`src/rtl/armleocpu_ptw_pkg.sv`:
```
// Shared definitions for the Sv32 page table walker: PTE bit positions,
// walker states and small PTE classification helpers.
package armleocpu_ptw_pkg;

   localparam int PTE_V = 0;
   localparam int PTE_R = 1;
   localparam int PTE_W = 2;
   localparam int PTE_X = 3;
   localparam int PTE_U = 4;
   localparam int PTE_G = 5;
   localparam int PTE_A = 6;
   localparam int PTE_D = 7;

   typedef enum logic [1:0] {
      STATE_IDLE = 2'd0,
      STATE_READ = 2'd1,
      STATE_STEP = 2'd2
   } ptw_state_t;

   // A PTE is unusable when it is not valid or encodes the reserved W-without-R combination
   function automatic logic pte_invalid(input logic [31:0] pte);
      return !pte[PTE_V] || (!pte[PTE_R] && pte[PTE_W]);
   endfunction

   // Any readable or executable PTE terminates the walk as a leaf
   function automatic logic pte_leaf(input logic [31:0] pte);
      return pte[PTE_R] || pte[PTE_X];
   endfunction

endpackage

```
`src/rtl/armleocpu_ptw.sv`:
```
// Sv32 two-level hardware page table walker. Walks the table through a
// single-outstanding memory read port and returns PPN plus access tag.
// Only structural PTE checks are done here; permissions live downstream.
module armleocpu_ptw
   import armleocpu_ptw_pkg::*;
(
   input  logic        clk,
   input  logic        rst_n,

   input  logic        resolve_request,
   output logic        resolve_ack,
   input  logic [19:0] resolve_virtual_address,
   input  logic [21:0] csr_satp_ppn,

   output logic        resolve_done,
   output logic        resolve_pagefault,
   output logic        resolve_accessfault,
   output logic [21:0] resolve_physical_address,
   output logic [7:0]  resolve_accesstag,

   output logic        mem_read_req,
   output logic [33:0] mem_address,
   input  logic        mem_read_done,
   input  logic        mem_read_error,
   input  logic [31:0] mem_read_data
);

   ptw_state_t  state;
   ptw_state_t  state_next;

   logic [19:0] vpn;
   logic        level;

   logic        walk_accessfault;
   logic        walk_pagefault;
   logic        walk_success;
   logic        walk_descend;
   logic [21:0] leaf_ppn;

   logic [33:0] root_address;
   logic [33:0] next_address;

   // Address of the level-1 PTE (from the incoming request) and of the level-0 PTE (from the current PTE)
   assign root_address = {csr_satp_ppn, 12'b0} + {22'b0, resolve_virtual_address[19:10], 2'b00};
   assign next_address = {mem_read_data[31:10], 12'b0} + {22'b0, vpn[9:0], 2'b00};

   // Classify the PTE returned by memory into exactly one walk outcome, highest priority first
   always_comb begin
      walk_accessfault = 1'b0;
      walk_pagefault   = 1'b0;
      walk_success     = 1'b0;
      walk_descend     = 1'b0;
      leaf_ppn         = '0;
      if (mem_read_error) begin
         walk_accessfault = 1'b1;
      end else if (pte_invalid(mem_read_data)) begin
         walk_pagefault = 1'b1;
      end else if (pte_leaf(mem_read_data)) begin
         if (level) begin
            if (mem_read_data[19:10] != 10'd0) begin
               walk_pagefault = 1'b1;
            end else begin
               walk_success = 1'b1;
               leaf_ppn     = {mem_read_data[31:20], vpn[9:0]};
            end
         end else begin
            walk_success = 1'b1;
            leaf_ppn     = mem_read_data[31:10];
         end
      end else if (!level) begin
         walk_pagefault = 1'b1;
      end else begin
         walk_descend = 1'b1;
      end
   end

   // State register
   always_ff @(posedge clk or negedge rst_n) begin
      if (!rst_n) begin
         state <= STATE_IDLE;
      end else begin
         state <= state_next;
      end
   end

   // Next-state selection: STEP always inserts one idle cycle before the second read
   always_comb begin
      state_next = state;
      case (state)
         STATE_IDLE: begin
            if (resolve_request) begin
               state_next = STATE_READ;
            end
         end
         STATE_READ: begin
            if (mem_read_done) begin
               state_next = walk_descend ? STATE_STEP : STATE_IDLE;
            end
         end
         STATE_STEP: begin
            state_next = STATE_READ;
         end
         default: begin
            state_next = STATE_IDLE;
         end
      endcase
   end

   // Registered outputs and walk context, all cleared by reset so the memory request drops immediately
   always_ff @(posedge clk or negedge rst_n) begin
      if (!rst_n) begin
         resolve_ack              <= 1'b0;
         resolve_done             <= 1'b0;
         resolve_pagefault        <= 1'b0;
         resolve_accessfault      <= 1'b0;
         resolve_physical_address <= '0;
         resolve_accesstag        <= '0;
         mem_read_req             <= 1'b0;
         mem_address              <= '0;
         vpn                      <= '0;
         level                    <= 1'b0;
      end else begin
         resolve_ack  <= 1'b0;
         resolve_done <= 1'b0;
         case (state)
            STATE_IDLE: begin
               if (resolve_request) begin
                  resolve_ack              <= 1'b1;
                  vpn                      <= resolve_virtual_address;
                  level                    <= 1'b1;
                  mem_address              <= root_address;
                  mem_read_req             <= 1'b1;
                  resolve_pagefault        <= 1'b0;
                  resolve_accessfault      <= 1'b0;
                  resolve_physical_address <= '0;
                  resolve_accesstag        <= '0;
               end
            end
            STATE_READ: begin
               if (mem_read_done) begin
                  mem_read_req <= 1'b0;
                  if (walk_descend) begin
                     level       <= 1'b0;
                     mem_address <= next_address;
                  end else begin
                     resolve_done             <= 1'b1;
                     resolve_accessfault      <= walk_accessfault;
                     resolve_pagefault        <= walk_pagefault;
                     resolve_physical_address <= walk_success ? leaf_ppn : 22'd0;
                     resolve_accesstag        <= walk_success ? mem_read_data[7:0] : 8'd0;
                  end
               end
            end
            STATE_STEP: begin
               mem_read_req <= 1'b1;
            end
            default: begin
               mem_read_req <= 1'b0;
            end
         endcase
      end
   end

endmodule

```
`config.mk`:
```
export PLATFORM = sky130hd
export DESIGN_NAME = armleocpu_ptw
export DESIGN_NICKNAME = d
export VERILOG_FILES = /design/src/rtl/armleocpu_ptw_pkg.sv /design/src/rtl/armleocpu_ptw.sv
export SDC_FILE = /design/constraint.sdc
export NUM_CORES = 1
export LEC_CHECK = 0
export CORE_MARGIN = 5
export CORE_UTILIZATION = 38
export DETAILED_ROUTE_END_ITERATION = 8
export PLACE_DENSITY = 0.76
export SETUP_SLACK_MARGIN = 0.2
export SLEW_MARGIN = 40
export SYNTH_ARGS = -nofsm -noshare
export SYNTH_HDL_FRONTEND = slang
export SYNTH_SLANG_ARGS = --single-unit
```
`constraint.sdc`:
```
create_clock -name clk -period 1.7 [get_ports clk]
set_input_delay 0.34 -clock clk [delete_from_list [all_inputs] [get_ports clk]]
set_output_delay 0.34 -clock clk [all_outputs]
set_load 0.02 [all_outputs]
```
==> flow_summary.yaml <==
synthesis:
  synthFlopType: "dfrtp_1"
  ys_types: 33
  synth-edff-count: 0
  synthTopCellsByArea: "dfrtp_1 (58%), mux2i_1 (8.4%), a22o_1 (7.3%)"
  ys_seq_elements: 80
  synth_top_area_share_pct: 57.8
  yosys_warnings: 0
  avgSynthCellArea_um2: 11.3
  syn_inst: 306
  synth.cell_area_mm2: 0.00346
  yosysSeqAreaShare_pct: 57.8
  synth_area_leader_cell: "dfrtp_1"
  ys_async_sr_fraction_pct: 100
placed_design:
  hpwl_mm: 8.07
  gp_congestion: 0.798
  port-buffer-count: 143
  placed_area_mm2: 0.00530
  dpl.cell_count: 578
drt:
  drtAntennaViolNets: 0
  avgRoutedWirePerCell_um: 19.4
  wirelength_mm: 11.9
  via_count: 3174
  drc: 0
  drt_iter0_drc: 190
  drt-pass1-iter-count: 4
  vias_per_cell: 5.18
finish:
  layout_common_cells: "dfrtp_1 (79), dlygate4sd2_1 (73), nand2_1 (62), clkdlybuf4s50_1 (62), buf_4 (37)"
  n_antenna_cell: 0
  drive_gt1_share_pct: 22.4
  layout_commonest_cell: "dfrtp_1"
  layout.nets: 579
  fin_cells: 613
  finalInstanceArea_mm2: 0.00581
  syn2layout_area_growth_pct: 67.7
floorplanning:
  fp.dieArea_mm2: 0.0111
  initial_core_util_pct: 39.3
  die_y_um: 105
  io_pins: 148
  core-area_mm2: 0.00881
  die_w_um: 105
  row_count: 34
clock_tree:
  cts_tree: "done"
  cts_max_level: 3
  ctsRootBufferMaster: "clkbuf_8"
  clkSinkCount: 80
  path_clk_slew_ns: 0.09
  clock_latency_ns: 0.35
  clk_path_buf_depth: 2
  numCtsBuffers: 9
global_route:
  grt_use_total_pct: 20.1
  grt_pass1_wl_mm: 17.7
  grt_remaining_overflow: 0
  grt_max_degree: 81
  antenna_found_initial: 0
  grt_pass1_vias: 3295
critical_path:
  worstPathArrival_ns: 1.90
  critical_path_class: "flip-flop to flip-flop"
  r2r-start: "level"
  cp-startpoint: "level"
  cp_max_fo: 7
  crit_required_ns: 1.94
  r2r_setup_slack_ns: 0.04
  reg2reg_depth: 7
  critPathLaunchType: "flip-flop"
  endpoint_kind: "flip-flop"
  r2r_end: "resolve_physical_address[5]"
  critical_path.endpoint: "resolve_physical_address[5]"
pwr:
  power_leakage_nw: 2.95
  power_density_mw_per_mm2: 994
  peakVddDrop_mv: 0.523
sta:
  drv_slew: 0
  hold_viol: 2
  holdWs_ns: -0.00457
  finalSetupViolCount: 0
  fin_crit_ns: 1.66
  fmaxAchievable_mhz: 602
  grt_setup_unrepaired: "true"
  fin_crit_sh_pct: 97.7
  finClkSkew_ns: 0.00918
flow_run:
  maxCapViolations: 0
hold_path:
  min_path_type: "input pin to async pin"
status:
  outcome: "complete, but fails checks"
  violations: "negative hold slack"
[registers in the layout (all words and copies together) (netlist names), 2 cells and up]
register and cells:
state 2, vpn 10, mem_address 32, resolve_physical_address 22
resolve_accesstag 8
[Yosys cell counts, drive strengths merged, types with 3 or more instances]
library cell  number
a22o              29
clkbuf             7
buf               13
o21ai             37
nor4               3
a2bb2oi            4
a31oi              3
mux2               9
inv                3
dfrtp             80
nor2b              3
nand2             66
nor2               6
nand2b             3
mux2i             29
[area by class of cell]
cell class | instances | area [um2]
Multi-Input combinational cell | 204 | 1460
Inverter | 3 | 11.3
Timing Repair Buffer | 202 | 2010
Clock inverter | 7 | 72.6
Clock buffer | 9 | 124
Sequential cell | 80 | 2000
Tap cell | 108 | 135
Fill cell | 706 | 3000
[per-layer routing]
metal	vias up	part of all wire, %	global-route usage [%]
li1	1463	-	-
met1	1562	41	24.8
met4	0	1.1	4.59
met2	136	49	33.2
met3	13	9.1	8.19
met5	-	0	0
[cell families after synthesis]
| logic type | share of synthesized area (%) |
|---|---|
| AO/OA/AOI/OAI | 15.7 |
| buffers and inverters | 3.61 |
| flip-flops | 57.8 |
| multiplexers | 11.3 |
| other | 0.108 |
| AND/OR/NAND/NOR | 11.5 |
[power by group]
group          internal, mW  total (mW)  switching [mW]
combinational         0.926        1.96            1.03
clock                 0.678        1.41           0.729
sequential             2.22        2.41           0.188
[per-stage QoR]
stage | util, % | worst slack [ns] | hold slack (ns) | power [mW] | TNS, ns
floorplan | - | 0.119 | 0.0444 | 3.30 | 0
global placement | 60.2 | -0.456 | 0.401 | 4.32 | -20.82
detailed placement | 60.2 | -0.578 | 0.405 | 4.38 | -24.99
CTS | 62.6 | 0.0954 | 0.0213 | 5.59 | 0
global route | 66.0 | -0.0269 | 0.0277 | 6.07 | -0.192
finish | 66.0 | 0.0393 | -0.00457 | 5.77 | 0
[how the worst min path moves through the flow]
stage / from / end / slack (ns) / cells past startpoint
2_1_floorplan: rst_n / level / 0.04 / 0
3_3_place_gp: rst_n / mem_address[26] / 0.40 / 2
3_5_place_dp: rst_n / mem_address[26] / 0.40 / 2
4_1_cts: rst_n / mem_address[26] / 0.02 / 2
5_1_grt: rst_n / mem_address[5] / 0.03 / 2
6_report: rst_n / mem_address[26] / -0.005 / 2
[timing repair]
item	in CTS	in global routing
pin swaps	18	9
gates resized for setup	99	51
hold buffers	0	0
setup buffers	4	5
setup endpoints to repair	128	63
cloned	2	8
[worst max-delay path, cell delays in order (launching register included)]
cell and delay [ns]:
dfrtp_1 0.41, and4bb_2 0.27, a21boi_4 0.19, buf_4 0.13, buf_6 0.09, nor2_4 0.05
buf_4 0.16, a22o_1 0.24
Note: power is estimated with default switching activity, not from simulation.
